## config.mk

```make
export PLATFORM = sky130hd
export DESIGN_NAME = fifo_buffer
export DESIGN_NICKNAME = d
export VERILOG_FILES = /design/src/rtl/fifo_buffer.sv
export SDC_FILE = /design/constraint.sdc
export NUM_CORES = 1
export LEC_CHECK = 0
export BUFFER_PORTS_ARGS = -buffer_cell sky130_fd_sc_hd__buf_2
export CAP_MARGIN = 20
export CORE_MARGIN = 3
export CORE_UTILIZATION = 45
export CTS_CLUSTER_DIAMETER = 120
export DETAILED_ROUTE_END_ITERATION = 6
export HOLD_SLACK_MARGIN = 0.06
export PLACE_DENSITY_LB_ADDON = 0.25
export SYNTH_ARGS = -nofsm -noshare
export SYNTH_HDL_FRONTEND = slang
export SYNTH_SLANG_ARGS = --single-unit
```

## constraint.sdc

```tcl
create_clock -name clk -period 5.9 [get_ports clk]
set_clock_uncertainty 0.1 [all_clocks]
set_input_delay 0.885 -clock clk [delete_from_list [all_inputs] [get_ports clk]]
set_output_delay 0.885 -clock clk [all_outputs]
set_load 0.01 [all_outputs]
```

## src/rtl/fifo_buffer.sv

```systemverilog
// Synchronous show-ahead FIFO with its own storage, occupancy flags and sticky error flags.
// Push is refused while full and pop while empty; rst and clr both empty the queue.
module fifo_buffer #(
    parameter int NUM_DATA  = 8,
    parameter int DATA_BW   = 8,
    parameter int AFULL_TH  = 6,
    parameter int AEMPTY_TH = 2,
    localparam int ADDR_BW  = $clog2(NUM_DATA)
) (
    input  logic               clk,
    input  logic               rst,
    input  logic               clr,
    input  logic               wr_din,
    input  logic [DATA_BW-1:0] din,
    input  logic               rd_dout,
    output logic [DATA_BW-1:0] dout,
    output logic [ADDR_BW:0]   num_item,
    output logic               full,
    output logic               empty,
    output logic               almost_full,
    output logic               almost_empty,
    output logic               overflow,
    output logic               underflow
);

    localparam logic [ADDR_BW:0]   FULL_CNT   = NUM_DATA[ADDR_BW:0];
    localparam logic [ADDR_BW:0]   AFULL_CNT  = AFULL_TH[ADDR_BW:0];
    localparam logic [ADDR_BW:0]   AEMPTY_CNT = AEMPTY_TH[ADDR_BW:0];
    localparam logic [ADDR_BW:0]   CNT_ONE    = (ADDR_BW + 1)'(1);
    localparam logic [ADDR_BW-1:0] PTR_ONE    = ADDR_BW'(1);

    logic [DATA_BW-1:0] mem_q [NUM_DATA];
    logic [ADDR_BW-1:0] wrPtr_q, wrPtr_d;
    logic [ADDR_BW-1:0] rdPtr_q, rdPtr_d;
    logic [ADDR_BW:0]   numItem_q, numItem_d;
    logic               overflow_q, overflow_d;
    logic               underflow_q, underflow_d;
    logic               push, pop;

    // All flags decode the registered count only, so no request reaches an output combinationally.
    assign full         = (numItem_q == FULL_CNT);
    assign empty        = (numItem_q == '0);
    assign almost_full  = (numItem_q >= AFULL_CNT);
    assign almost_empty = (numItem_q <= AEMPTY_CNT);
    assign num_item     = numItem_q;
    assign overflow     = overflow_q;
    assign underflow    = underflow_q;
    assign dout         = empty ? '0 : mem_q[rdPtr_q];

    always_comb begin
        push        = wr_din & ~full;
        pop         = rd_dout & ~empty;
        wrPtr_d     = wrPtr_q;
        rdPtr_d     = rdPtr_q;
        numItem_d   = numItem_q;
        overflow_d  = overflow_q | (wr_din & full);
        underflow_d = underflow_q | (rd_dout & empty);
        if (push) begin
            wrPtr_d = wrPtr_q + PTR_ONE;
        end
        if (pop) begin
            rdPtr_d = rdPtr_q + PTR_ONE;
        end
        case ({push, pop})
            2'b10:   numItem_d = numItem_q + CNT_ONE;
            2'b01:   numItem_d = numItem_q - CNT_ONE;
            default: numItem_d = numItem_q;
        endcase
    end

    always_ff @(posedge clk) begin
        if (rst || clr) begin
            wrPtr_q     <= '0;
            rdPtr_q     <= '0;
            numItem_q   <= '0;
            overflow_q  <= 1'b0;
            underflow_q <= 1'b0;
        end else begin
            wrPtr_q     <= wrPtr_d;
            rdPtr_q     <= rdPtr_d;
            numItem_q   <= numItem_d;
            overflow_q  <= overflow_d;
            underflow_q <= underflow_d;
        end
    end

    // Storage is never cleared; stale entries stay hidden because dout is forced to zero when empty.
    always_ff @(posedge clk) begin
        if (push && !rst && !clr) begin
            mem_q[wrPtr_q] <= din;
        end
    end

endmodule
```

==> results of run 1 <==
## registers in the layout (all words and copies together), names as in the netlist, named ones only
name	flops
overflow	1
underflow	1
wrPtr_q	3
num_item	4
mem_q	64
rdPtr_q	3
## worst paths after layout
kind / startpoint / endpoint / cells after the start
worst min register to register: underflow / underflow / 2
worst max-delay path: flip-flop / dout[0] / 5
worst min-delay path: underflow / underflow / 2
worst max register to register: num_item[1] / num_item[2] / 10
## worst register-to-register path, delay by kind of cell, from the launching register on
family	cells	cell delay (ns)
xor+xnor	2	0.33
simple gates	3	0.77
flops	1	0.53
buf+inv	1	0.20
fa+ha+maj	2	0.50
compound gates	2	0.19
## final cells by class
| cell class | count | area, um2 |
|---|---|---|
| Tap cell | 96 | 120 |
| Clock buffer | 11 | 151 |
| Sequential cell | 79 | 2220 |
| Fill cell | 573 | 3120 |
| Timing Repair Buffer | 33 | 193 |
| Multi-Input combinational cell | 98 | 916 |
| Inverter | 2 | 7.51 |
| Clock inverter | 5 | 104 |
## per-stage QoR
step | util [%] | hold WS [ns] | instance area (um2) | cells
after floorplan | - | 0.385 | 3190 | 188
after global placement | 50.2 | 0.347 | 3430 | 307
after detailed placement | 50.2 | 0.351 | 3430 | 307
after CTS | 54.0 | 0.372 | 3690 | 323
after global routing | 54.4 | 0.402 | 3710 | 324
final | 54.4 | 0.366 | 3710 | 324
## power groups by stage
| stage | sequential (mW) | combinational [mW] | clock [mW] |
|---|---|---|---|
| 6_report | 0.610 | 0.0561 | 0.495 |
| 5_1_grt | 0.611 | 0.0633 | 0.526 |
| 4_1_cts | 0.612 | 0.0543 | 0.507 |
| 3_5_place_dp | 0.624 | 0.0542 | 0 |
| 3_3_place_gp | 0.624 | 0.0530 | 0 |
| 2_1_floorplan | 0.622 | 0.0338 | 0 |
## per-layer routing
layer,up-vias,routed length (um),track usage (%)
met5,-,0,0
met4,0,72,5.74
met3,6,258,4.27
met2,35,2600,22.6
met1,819,2550,20.4
li1,789,-,-
## kinds of logic after synthesis
| kind of cell | share of synthesized area [%] |
|---|---|
| fa+ha+maj | 1.96 |
| xor+xnor | 1.92 |
| flops | 69.6 |
| simple gates | 7.61 |
| mux | 14.7 |
| buf+inv | 2.00 |
| compound gates | 2.12 |
## layout by cell type, fill, tap and decap left out, drive strengths merged, types with 4 or more instances in the layout
cell and instances:
clkbuf 11, nand2 4, dfxtp 15, mux4 16, buf 33, ha 5, nor2 27, xor2 6
a21oi 6, mux2i 11, edfxtp 64
==> impl_metrics.ini, run 1 <==
[clocking]
post-cts-setup-buffer-count = 0
numCtsBuffers = 9
clkLatencyLatePin_ns = 0.34
cts-root-buf = clkbuf_8
cts.clk_slew.worst_paths_ns = 0.08
cts_tree = yes
cts_max_path_buffers = 2
ctsHoldBuffers = 0
clock-sinks = 79
ctsResizeCount = 0
htree_levels = 3

[timing]
tns_ns = 0
fin_crit_ns = 2.94
hold_viol = 0
fin_crit_sh_pct = 49.8
setup_violations = 0
worst_slew_pin_slew_ns = 0.982
final_max_slew_viol_count = 0
grt_setup_unrepaired = no
fin_ws_ns = 2.96
slew_headroom_pct = 34.3
fmax_mhz = 340

[floorplan]
die_x_um = 90.2
core-area_mm2 = 0.00683
die_y_um = 90.2
dieArea_mm2 = 0.00814
rows = 30
start_util_pct = 46.7
io_pins = 31

[yosys]
yosysTopAreaCell = edfxtp_1
seq_area_frac_synth_pct = 69.6
yosys.area.top_type_share_pct = 60.2
ys_async_sr_fraction_pct = 0
synth_seq_cells = 79
synthCells = 188
synth_ff_type = edfxtp_1
synth.most_common_cell = edfxtp_1
ys_warn_count = 0
synth_nets = 206
synth.avg_cell_area_um2 = 17.0
synth_area_mm2 = 0.00319
synthTopCellsByCount = edfxtp_1, nor2_1, mux4_2
ys_top_cells_by_area = edfxtp_1, mux4_2, dfxtp_1
synth.distinct_cells = 35
synth_edf_count = 64

[power]
combinationalPowerShare_pct = 4.8
power_leakage_nw = 1.28
ir_worst_vdd_uv = 129
p_seq_share_pct = 52.6
p_sw_share_pct = 19.5
power.internal_mw = 0.934
power_mw = 1.16
power_switching_mw = 0.226
clkPwrFrac_pct = 42.6
power_density_mw_per_mm2 = 313

[grt]
antenna_found_initial = 0
grt_pass1_vias = 1653
grt_usage_pct = 14.9
grt_pass1_wl_um = 8950
grt_max_degree = 17
grt_overflow = 0

[worst_setup_path]
critPathBufInv = 2
critPathCaptureType = primary output
regToRegSetupSlack_ns = 3.20
cp_data_arrival_time_ns = 1.95
path_class = flip-flop to primary output
cp_data_required_time_ns = 4.91
crit_family = multiplexers
max_stage_delay_ns = 0.54
crit_path_start_kind = flip-flop
path_cells = buf_16, mux4_2, mux2i_1, nor2_1, buf_2
crit_path_max_fanout = 13
cpMaxStageDelayCell = dfxtp_1

[cells_and_area]
antenna_cells = 0
layout-drive-gt1-share_pct = 32.0
layout.nets = 241
area_delta_synth_final_pct = 16.4

[detailed_routing]
drt-pass1-iter-count = 4
routed_wl_um = 5480
first_iter_violations = 70
via_per_inst = 5.09
vias = 1649
detail-route-antenna-nets = 0
drc = 0
wl_per_cell_um = 16.9

[placed_design]
place_congestion = 0.670
portBuffers = 30
dp_hpwl_um = 3440
dp_slack_ns = 2.85

[run]
drv_cap = 0

[outcome]
status = completed

[hold_path]
hold_path_class = flip-flop to flip-flop
No activity file was read; power rests on OpenSTA's default activity.
==> inputs of run 2 (changes only) <==
Clock period 5.9 ns to 3.05 ns, I/O delays scaled along.
==> impl_metrics.ini, run 2 (synthesis results as in run 1) <==
[cells_and_area]
area_delta_synth_final_pct = 15.4
final_cell_mix = edfxtp_1, buf_2, nor2_1
layout.nets = 249
final_common_cell = edfxtp_1
antenna_cells = 0
largest_reg_flops = 64
layout-drive-gt1-share_pct = 33.1
top_register = mem_q

[timing]
final_max_slew_viol_count = 0
fmax_mhz = 392
fin_ws_ns = 0.500
setup_violations = 0
fin_crit_sh_pct = 83.6
tns_ns = 0
fin_crit_ns = 2.55
hold_viol = 0
worst_slew_pin_slew_ns = 0.605
grt_setup_unrepaired = no
slew_headroom_pct = 59.5

[worst_setup_path]
cp_data_arrival_time_ns = 2.73
crit_family = simple AND/OR/NAND/NOR gates
path_class = flip-flop to flip-flop
critPathBufInv = 0
path_cells = or4b_4, nand2_4, ha_1, xor2_1, ha_1, a21oi_1, xor2_1, or3_1, a21oi_1
crit_path_max_fanout = 8
cp_data_required_time_ns = 3.23
critPathCaptureType = flip-flop
max_stage_delay_ns = 0.62
crit_path_start_kind = flip-flop
cpMaxStageDelayCell = or4b_4

[power]
ir_worst_vdd_uv = 281
p_seq_share_pct = 58.1
power.internal_mw = 1.59
p_sw_share_pct = 21.6
power_leakage_nw = 1.27
clkPwrFrac_pct = 36.5
power_switching_mw = 0.439
combinationalPowerShare_pct = 5.4
power_density_mw_per_mm2 = 551

[clocking]
ctsHoldBuffers = 0
clock-sinks = 79
cts-root-buf = clkbuf_8
cts.clk_slew.worst_paths_ns = 0.08
ctsResizeCount = 0
htree_levels = 3
clkLatencyLatePin_ns = 0.35
cts_tree = yes
cts_max_path_buffers = 2
post-cts-setup-buffer-count = 0
numCtsBuffers = 9

[placed_design]
portBuffers = 30
dp_slack_ns = 0.502
place_congestion = 0.755
dp_hpwl_um = 3630

[outcome]
status = completed

[detailed_routing]
drt-pass1-iter-count = 4
routed_wl_um = 5620
wl_per_cell_um = 16.9
first_iter_violations = 73
drc = 0
via_per_inst = 4.99
detail-route-antenna-nets = 0
vias = 1658

[floorplan]
start_util_pct = 46.7
rows = 30
die_x_um = 90.2
io_pins = 31
core-area_mm2 = 0.00683
dieArea_mm2 = 0.00814
die_y_um = 90.2

[grt]
grt_usage_pct = 15.3
grt_pass1_vias = 1658
grt_max_degree = 17
antenna_found_initial = 0
grt_pass1_wl_um = 9230
grt_overflow = 0

[hold_path]
hold_path_class = input pin to flip-flop

[run]
drv_cap = 0
-- run 2: cell count changes in the layout (fill, tap and decap cells not counted), moves of 2 or more --
cell | before | now
buf_4 | 2 | 11
clkinvlp_4 | 0 | 3
bufinv_16 | 3 | 1
clkbuf_8 | 11 | 9
-- run 2: power by group through the flow --
| stage | sequential [mW] | clock [mW] | combinational (mW) |
|---|---|---|---|
| global route | 1.18 | 0.811 | 0.123 |
| CTS | 1.18 | 0.761 | 0.111 |
| global placement | 1.20 | 0 | 0.110 |
| detailed placement | 1.20 | 0 | 0.111 |
| finish | 1.18 | 0.742 | 0.110 |
| floorplan | 1.20 | 0 | 0.0653 |
-- run 2: layout make-up --
cell class | instances | area, um2
Clock buffer | 10 | 128
Clock inverter | 6 | 61.3
Fill cell | 555 | 3150
Inverter | 2 | 7.51
Multi-Input combinational cell | 98 | 911
Sequential cell | 79 | 2220
Tap cell | 96 | 120
Timing Repair Buffer | 41 | 233
-- run 2: routing by layer --
metal	global-route usage, %	vias up	wire length [um]
met4	8.04	0	124
met1	20.9	803	2660
met2	22.7	34	2620
met3	3.68	11	204
met5	0	-	0
li1	-	810	-
-- run 2: final timing paths --
| path | depth (start not counted) | end | start | slack [ns] |
|---|---|---|---|---|
| worst max-delay path | 9 | num_item[2] | num_item[0] | 0.50 |
| worst max register to register | 9 | num_item[2] | num_item[0] | 0.50 |
| worst min register to register | 2 | underflow | underflow | 0.36 |
| worst min-delay path | 3 | underflow | rd_dout | 0.26 |
-- run 2: tightest hold or removal path: stages --
cell and delay, ns:
buf_2 0.10, a21oi_1 0.06, nor2_1 0.07
-- run 2: metrics by stage --
stage	std cells	total power [mW]	hold WS [ns]	instance area, um2	util (%)
5_1_grt	332	2.12	0.284	3680	53.9
4_1_cts	332	2.05	0.255	3680	53.9
6_report	332	2.03	0.265	3680	53.9
3_3_place_gp	316	1.31	0.348	3490	51.1
3_5_place_dp	316	1.31	0.352	3490	51.1
2_1_floorplan	188	1.27	0.385	3190	-
